[config.mk]
export PLATFORM = sky130hd
export DESIGN_NAME = rtc_alarm_clock
export DESIGN_NICKNAME = d
export VERILOG_FILES = /design/src/rtl/rtc_alarm_clock.sv
export SDC_FILE = /design/constraint.sdc
export NUM_CORES = 1
export LEC_CHECK = 0
export BUFFER_PORTS_ARGS = -buffer_cell sky130_fd_sc_hd__buf_2
export CORE_AREA = 2 2 82 84
export CTS_BUF_LIST = sky130_fd_sc_hd__clkbuf_8 sky130_fd_sc_hd__clkbuf_16
export CTS_CLUSTER_DIAMETER = 40
export DETAILED_ROUTE_END_ITERATION = 8
export DIE_AREA = 0 0 84 86
export PLACE_DENSITY_LB_ADDON = 0.25
export SETUP_SLACK_MARGIN = 0.3
export SYNTH_ARGS = -nofsm -noshare
export SYNTH_HDL_FRONTEND = slang
export SYNTH_SLANG_ARGS = --single-unit
export TNS_END_PERCENT = 10
[constraint.sdc]
create_clock -name clk_i -period 2.7 [get_ports clk_i]
set_input_delay 0.27 -clock clk_i [delete_from_list [all_inputs] [get_ports clk_i]]
set_output_delay 0.27 -clock clk_i [all_outputs]
set_load 0.005 [all_outputs]
[src/rtl/rtc_alarm_clock.sv]
// Real-time clock with a millisecond prescaler, h:m:s.ms cascade, run/pause control
// and one hh:mm alarm, driven by a one-command-per-cycle control bus.
module rtc_alarm_clock #(
    parameter int CLKS_PER_MS   = 1,
    parameter int HOURS_PER_DAY = 24
) (
    input  logic       clk_i,
    input  logic       arst_n_i,
    input  logic       cmd_valid_i,
    input  logic [2:0] cmd_type_i,
    input  logic [9:0] cmd_data_i,
    output logic [4:0] hours_o,
    output logic [5:0] minutes_o,
    output logic [5:0] seconds_o,
    output logic [9:0] milliseconds_o,
    output logic       running_o,
    output logic       alarm_o,
    output logic       alarm_pending_o
);

    localparam int            PW         = (CLKS_PER_MS > 1) ? $clog2(CLKS_PER_MS) : 1;
    localparam logic [PW-1:0] PRESC_LAST = PW'(CLKS_PER_MS - 1);
    localparam logic [4:0]    HOUR_LAST  = 5'(HOURS_PER_DAY - 1);
    localparam logic [4:0]    HOUR_MOD   = 5'(HOURS_PER_DAY);

    typedef enum logic [2:0] {
        CMD_CONTROL         = 3'b000,
        CMD_SET_ALARM_MIN   = 3'b001,
        CMD_RESET_TIME      = 3'b010,
        CMD_SET_MS          = 3'b011,
        CMD_SET_ALARM_HOURS = 3'b100,
        CMD_SET_SECONDS     = 3'b101,
        CMD_SET_MINUTES     = 3'b110,
        CMD_SET_HOURS       = 3'b111
    } cmd_e;

    cmd_e          cmd;
    logic [PW-1:0] presc_q;
    logic [PW-1:0] presc_nx;
    logic [4:0]    alarm_h_q;
    logic [5:0]    alarm_m_q;
    logic          alarm_en_q;

    logic          time_cmd;
    logic          ctrl_cmd;
    logic          tick;
    logic          alarm_en_eff;
    logic          fire;
    logic          ms_wrap, s_wrap, m_wrap, h_wrap;
    logic [4:0]    h_nx;
    logic [5:0]    m_nx;
    logic [5:0]    s_nx;
    logic [9:0]    ms_nx;
    logic [4:0]    set_h;
    logic [5:0]    set_m;
    logic [9:0]    set_ms;

    assign cmd = cmd_e'(cmd_type_i);

    // NOTE: every always_comb output gets a default first so no path can infer a latch.
    always_comb begin
        time_cmd     = 1'b0;
        ctrl_cmd     = 1'b0;
        if (cmd_valid_i) begin
            time_cmd = (cmd == CMD_SET_HOURS)   || (cmd == CMD_SET_MINUTES) ||
                       (cmd == CMD_SET_SECONDS) || (cmd == CMD_SET_MS)      ||
                       (cmd == CMD_RESET_TIME);
            ctrl_cmd = (cmd == CMD_CONTROL);
        end

        // A time write restarts the millisecond, so a coinciding tick is discarded.
        tick = running_o && (presc_q == PRESC_LAST) && !time_cmd;

        presc_nx = presc_q;
        if (time_cmd) begin
            presc_nx = '0;
        end else if (running_o) begin
            presc_nx = (presc_q == PRESC_LAST) ? '0 : presc_q + PW'(1);
        end

        ms_wrap = (milliseconds_o == 10'd999);
        s_wrap  = (seconds_o == 6'd59);
        m_wrap  = (minutes_o == 6'd59);
        h_wrap  = (hours_o == HOUR_LAST);

        ms_nx = ms_wrap ? 10'd0 : milliseconds_o + 10'd1;
        s_nx  = seconds_o;
        m_nx  = minutes_o;
        h_nx  = hours_o;
        if (ms_wrap) begin
            s_nx = s_wrap ? 6'd0 : seconds_o + 6'd1;
            if (s_wrap) begin
                m_nx = m_wrap ? 6'd0 : minutes_o + 6'd1;
                if (m_wrap) begin
                    h_nx = h_wrap ? 5'd0 : hours_o + 5'd1;
                end
            end
        end

        // A CONTROL command that clears the enable in the firing cycle wins over the fire.
        alarm_en_eff = alarm_en_q && !(ctrl_cmd && !cmd_data_i[1]);
        fire = tick && alarm_en_eff && (ms_nx == 10'd0) && (s_nx == 6'd0) &&
               (m_nx == alarm_m_q) && (h_nx == alarm_h_q);

        set_h  = cmd_data_i[9:5] % HOUR_MOD;
        set_m  = cmd_data_i[9:4] % 6'd60;
        set_ms = cmd_data_i % 10'd1000;
    end

    // NOTE: sequential state uses non-blocking assignments only, so every register
    // samples the pre-edge values regardless of statement order.
    always_ff @(posedge clk_i or negedge arst_n_i) begin
        if (!arst_n_i) begin
            presc_q         <= '0;
            hours_o         <= '0;
            minutes_o       <= '0;
            seconds_o       <= '0;
            milliseconds_o  <= '0;
            running_o       <= 1'b1;
            alarm_h_q       <= '0;
            alarm_m_q       <= '0;
            alarm_en_q      <= 1'b0;
            alarm_o         <= 1'b0;
            alarm_pending_o <= 1'b0;
        end else begin
            presc_q <= presc_nx;
            alarm_o <= fire;

            if (fire) begin
                alarm_pending_o <= 1'b1;
            end else if (ctrl_cmd && cmd_data_i[2]) begin
                alarm_pending_o <= 1'b0;
            end

            if (tick) begin
                hours_o        <= h_nx;
                minutes_o      <= m_nx;
                seconds_o      <= s_nx;
                milliseconds_o <= ms_nx;
            end

            if (cmd_valid_i) begin
                case (cmd)
                    CMD_SET_HOURS:       hours_o        <= set_h;
                    CMD_SET_MINUTES:     minutes_o      <= set_m;
                    CMD_SET_SECONDS:     seconds_o      <= set_m;
                    CMD_SET_MS:          milliseconds_o <= set_ms;
                    CMD_RESET_TIME: begin
                        hours_o        <= '0;
                        minutes_o      <= '0;
                        seconds_o      <= '0;
                        milliseconds_o <= '0;
                    end
                    CMD_SET_ALARM_HOURS: alarm_h_q      <= set_h;
                    CMD_SET_ALARM_MIN:   alarm_m_q      <= set_m;
                    CMD_CONTROL: begin
                        running_o  <= cmd_data_i[0];
                        alarm_en_q <= cmd_data_i[1];
                    end
                    default: ;
                endcase
            end
        end
    end

endmodule

* Yosys cells after proc, flatten, opt, wreduce, memory -nomap -nowiden
Index checks and enable logic that the tools add are counted.
Widths: inputs -> output; s select.
** Storage, ports and cells
- Flip-flop bits (word level) :: 43
- Bits of input ports :: 16
** Cells by class
- Eq/ne operators :: 13
- Muxes and demuxes :: 29
- Div/mod/pow operators :: 3
- Bitwise gates (word level) :: 1
- Reductions and logical operators :: 25
- $add $sub $neg :: 5
** Operator list (number)
- $mux 6 :: 9
- $mux 10 :: 3
- $mux 5 :: 6
- $pmux 6 s2 :: 2
- $pmux 10 s2 :: 1
- $add 6x1->6 const B :: 2
- $eq 3x3->1 const B :: 4
- $eq 6x6->1 const B :: 2
- $add 10x1->10 const B :: 1
- $eq 10x10->1 const B :: 1
- $logic_and 1x1->1 :: 10
- $logic_not 10->1 :: 1
- $mod 10x10->10 const B :: 1
- $pmux 5 s2 :: 1
- $mux 1 :: 7
- $eq 3x2->1 const B :: 2
- $eq 6x6->1 :: 1
- $logic_not 6->1 :: 1
- $mod 6x6->6 const B :: 1
- $reduce_and 2->1 :: 3
- $add 5x1->5 const B :: 1
- $eq 5x5->1 :: 1
- $eq 5x5->1 const B :: 1
- $mod 5x5->5 const B :: 1
- other kinds (7) :: 13

* Longest topological paths before layout
- Word-level depth :: 14
- Depth in mapped cells :: 10

* Worst setup path before layout
Ideal clock, no wire load.
- Path type :: register to register
- Start :: register milliseconds_o[0]
- End :: register alarm_pending_o
- Arrival :: 2.785 ns
- Data required time :: 2.605 ns
- Path slack :: -0.180 ns
- Stages on the path, launching flop included :: 9
- Setup time :: 0.095 ns
- Buffers on the path :: 0
- Cells stage by stage :: dfrtp_1 -> ha_1 -> nand4bb_4 -> nor4_2 -> mux2i_1 -> nor2_1 -> a2111oi_0 -> or4b_1 -> o31ai_1
** Between the ends
- Word-level cells in the longest chain between the ends :: 8
- Elaborated cells between the ends (all ways) :: 16
** RTL lines
- from (decl) :: RTL line 15 : output logic [9:0] milliseconds_o,
- from (signal assigned) :: RTL line 139 : milliseconds_o <= ms_nx;
- from (signal assigned) :: RTL line 147 : CMD_SET_MS: milliseconds_o <= set_ms;
- $add 10x1->10 / $eq 10x10->1 (equally long branches) :: RTL line 86, 81
- $mux 10 :: RTL line 86 : ms_nx = ms_wrap ? 10'd0 : milliseconds_o + 10'd1;
- $logic_not 10->1 :: RTL line 102 : fire = tick && alarm_en_eff && (ms_nx == 10'd0) && (s_nx == 6'd0) &&
- $logic_and 1x1->1 (3 in series) :: RTL line 102
- $logic_and 1x1->1 * :: RTL line 103 : (m_nx == alarm_m_q) && (h_nx == alarm_h_q);
- $mux 1 / $reduce_bool 2->1 (equally long branches)
- to (signal assigned) :: RTL line 124 : alarm_pending_o <= 1'b0;
- to (signal assigned) :: RTL line 130 : alarm_pending_o <= 1'b1;
- to (signal assigned) :: RTL line 132 : alarm_pending_o <= 1'b0;
- to (decl) :: RTL line 18 : output logic alarm_pending_o
Every way passes the cells marked *; elsewhere a longest branch is shown, timed or not.
A chain may end at the register's enable or synchronous reset.

* Worst setup path after layout
- Start :: register seconds_o[1]
- End :: register alarm_pending_o
** Between the ends
- Word-level cells in the longest chain between the ends :: 8
- Elaborated cells between the ends (all ways) :: 16
** RTL lines
- from (decl) :: RTL line 14 : output logic [5:0] seconds_o,
- from (signal assigned) :: RTL line 138 : seconds_o <= s_nx;
- from (signal assigned) :: RTL line 146 : CMD_SET_SECONDS: seconds_o <= set_m;
- $add 6x1->6 / $eq 6x6->1 (equally long branches) :: RTL line 91, 82
- $mux 6 :: RTL line 91 : s_nx = s_wrap ? 6'd0 : seconds_o + 6'd1;
- $mux 6 :: RTL line 90 : if (ms_wrap) begin
- $logic_not 6->1 :: RTL line 102
- $logic_and 1x1->1 (2 in series) :: RTL line 102
- $logic_and 1x1->1 * :: RTL line 103
- $mux 1 / $reduce_bool 2->1 (equally long branches)
Marked as above.

==> out/metrics.cfg <==
[drt]
drcViolationCount=0
drtIter0Drc=354
avgViaCountPerCell=6.52
dr.pass1.iters=6
wl_um=10300
ant_nets=0
avgRoutedWirePerCell_um=19.0
via_count=3527

[placed_design]
dpl-instance-area_um2=3810
dpl.hpwl_um=7820
place_congestion=0.951
portBuffers=45

[setup_path]
cp-start-kind=flop
cp_slowest_cell=or4b_4
cp.buffers_inverters=1
crit_chain=ha_4 -> and4b_2 -> buf_4 -> a21boi_0 -> o32ai_2 -> o2111ai_1 -> a2111oi_0 -> or4b_4 -> o31ai_4
worstPathMaxFanout=6
max_stage_delay_ps=540
worstSetupPathType=reg2reg
worstPathArrival_ps=2820
endpoint_kind=flop
path_delay_family=compound AO/OA/AOI/OAI gates
worst-endpoint-required_ps=2920

[final_layout]
fin_nets=486
most-common-layout-cells=buf_2, buf_4, dfrtp_1, nand2_1, a21oi_1
regArea_um2=1060
layout_commonest_cell=buf_2
final_area_um2=4010
antenna_cells=0
multi_input_area_um2=2160
syn_to_final_growth_pct=22.6
fillers=536
drive_above_1_share_pct=28.9

[synthesis]
synth_seq_cells=42
synth-main-ff-cell=dfrtp_1
yosys.area.top_type=dfrtp_1
ys_seq_area_share_pct=32.1
synthTopCellsByArea=dfrtp_1, a21oi_1, nand2_1, mux2i_1, o21ai_0
synth_fp_nets=414
synth-edff-count=0
syn-cell-area_um2=3270
syn_avg_cell_area_um2=8.37
yosys.cell_types.count=67
synth_top_area_share_pct=31.3
asyncSetResetFlopFracSynth_pct=100
synthCells=391
yosys_warnings=0

[pwr]
power_mw=2.50
pwr_density_cell_nw_per_um2=624
cellLeakagePower_nw=1.69
ir_drop_mv=0.552

[floorplan]
pin_count=46
die_area_um2=7220
core_area_um2=6280
rows=29
die_x_um=84
start_util_pct=52.2
die_h_um=86

[grt]
overflow=0
grt_pass1_wl_um=16600
grt_pass1_vias=3222
grt_max_degree=43
track_usage_pct=28.8
antenna_found_initial=0

[timing]
rsz0062_at_grt=true
tightest_slew_ps=967
period_minus_slack_ps=2600
fmax_mhz=384
slew_headroom_pct=35.5
finalMaxSlewViolations=0
finalHoldViolCount=0
fin_skew_ps=8.23
fin_crit_sh_pct=96.4
whs_ps=104
tns_ps=0
setup_viol=0

[run_status]
status=finished clean

[min_path]
hold_path.class=in2async

[clock_tree]
clockRootBuffer=clkbuf_8
clock_tree.buffer_depth=2
cts_made_buffers=5
clkTransAtPathRegs_ps=90
cts_tree=built
clock-sinks=42
clock_latency_ps=300
cts-htree-levels=2

[job]
maxCapViolCount=0

-- timing repair --
action | 4_1_cts | 5_1_grt
buffers inserted | 5 | 2
pin swaps | 5 | 6
gates resized for setup | 11 | 7
endpoints found under the setup margin | 2 | 2
hold buffers | 0 | 0
-- power breakdown --
| part | switching [mW] | leakage (nW) | internal, mW |
|---|---|---|---|
| clock | 0.243 | 0.0530 | 0.208 |
| combinational | 0.578 | 1.11 | 0.517 |
| sequential | 0.184 | 0.520 | 0.773 |
| total | 1.01 | 1.69 | 1.50 |
-- cells in the mapped netlist (all sizes together) (4+ instances only) --
cell type and n:
a21oi 27, a31oi 8, and3 8, buf 13
clkbuf 11, dfrtp 41, ha 7, inv 13
mux2 8, mux2i 12, nand2 37, nand3 15
nand4 6, nor2 25, nor2b 5, nor3 14
nor3b 4, nor4 5, o211ai 6, o21ai 27
o22ai 17, or3 5, xnor2 11, xor2 9
-- stage by stage --
step                      setup slack, ps  std cells  utilization (%)
final                                97.8        541             63.9
after global routing                 6.19        541             63.9
after CTS                             164        539             63.3
after detailed placement            0.957        526             60.6
after global placement                103        526             60.6
after floorplan                       135        391                -
-- registers in the layout, summed over array words and instances, names as in the netlist --
signal	cells
minutes_o	6
alarm_en_q	1
alarm_m_q	6
seconds_o	6
alarm_pending_o	1
alarm_h_q	5
milliseconds_o	10
hours_o	5
alarm_o	1
running_o	1
-- area by class of cell --
| cell class | count | area share (%) |
|---|---|---|
| timing repair buffer | 89 | 13.9 |
| clock buffer | 6 | 2.06 |
| inverter | 13 | 1.22 |
| clock inverter | 2 | 0.312 |
| tap | 77 | 2.40 |
| sequential | 42 | 26.3 |
| multi-input combinational | 312 | 53.7 |
-- final timing paths --
check	slack, ps	endpoint	cells past startpoint	start
hold reg to reg	520	alarm_en_q	1	alarm_en_q
setup reg to reg	100	alarm_pending_o	9	seconds_o[1]
max in group asynchronous	1930	seconds_o[0]	1	arst_n_i
hold / removal	100	milliseconds_o[2]	1	arst_n_i
setup / recovery	100	alarm_pending_o	9	seconds_o[1]
min in group clk_i	210	milliseconds_o[0]	3	cmd_data_i[0]
-- cells by family after synthesis --
logic type / Yosys count / synth area share (%)
xor+xnor: 20 / 5.35
compound gates: 117 / 22.6
simple gates: 148 / 25.3
mux: 20 / 6.53
fa+ha+maj: 7 / 2.67
buf+inv: 37 / 5.35
flops: 42 / 32.1
-- per-layer routing --
| layer | vias up | wire (µm) | GRT usage (%) |
|---|---|---|---|
| met1 | 1682 | 4500 | 41.6 |
| met2 | 189 | 4630 | 45.5 |
| met5 | - | 0 | 0 |
| met4 | 0 | 311 | 8.65 |
| li1 | 1618 | - | - |
| met3 | 38 | 863 | 3.95 |
No activity file was read; power rests on OpenSTA's default activity.
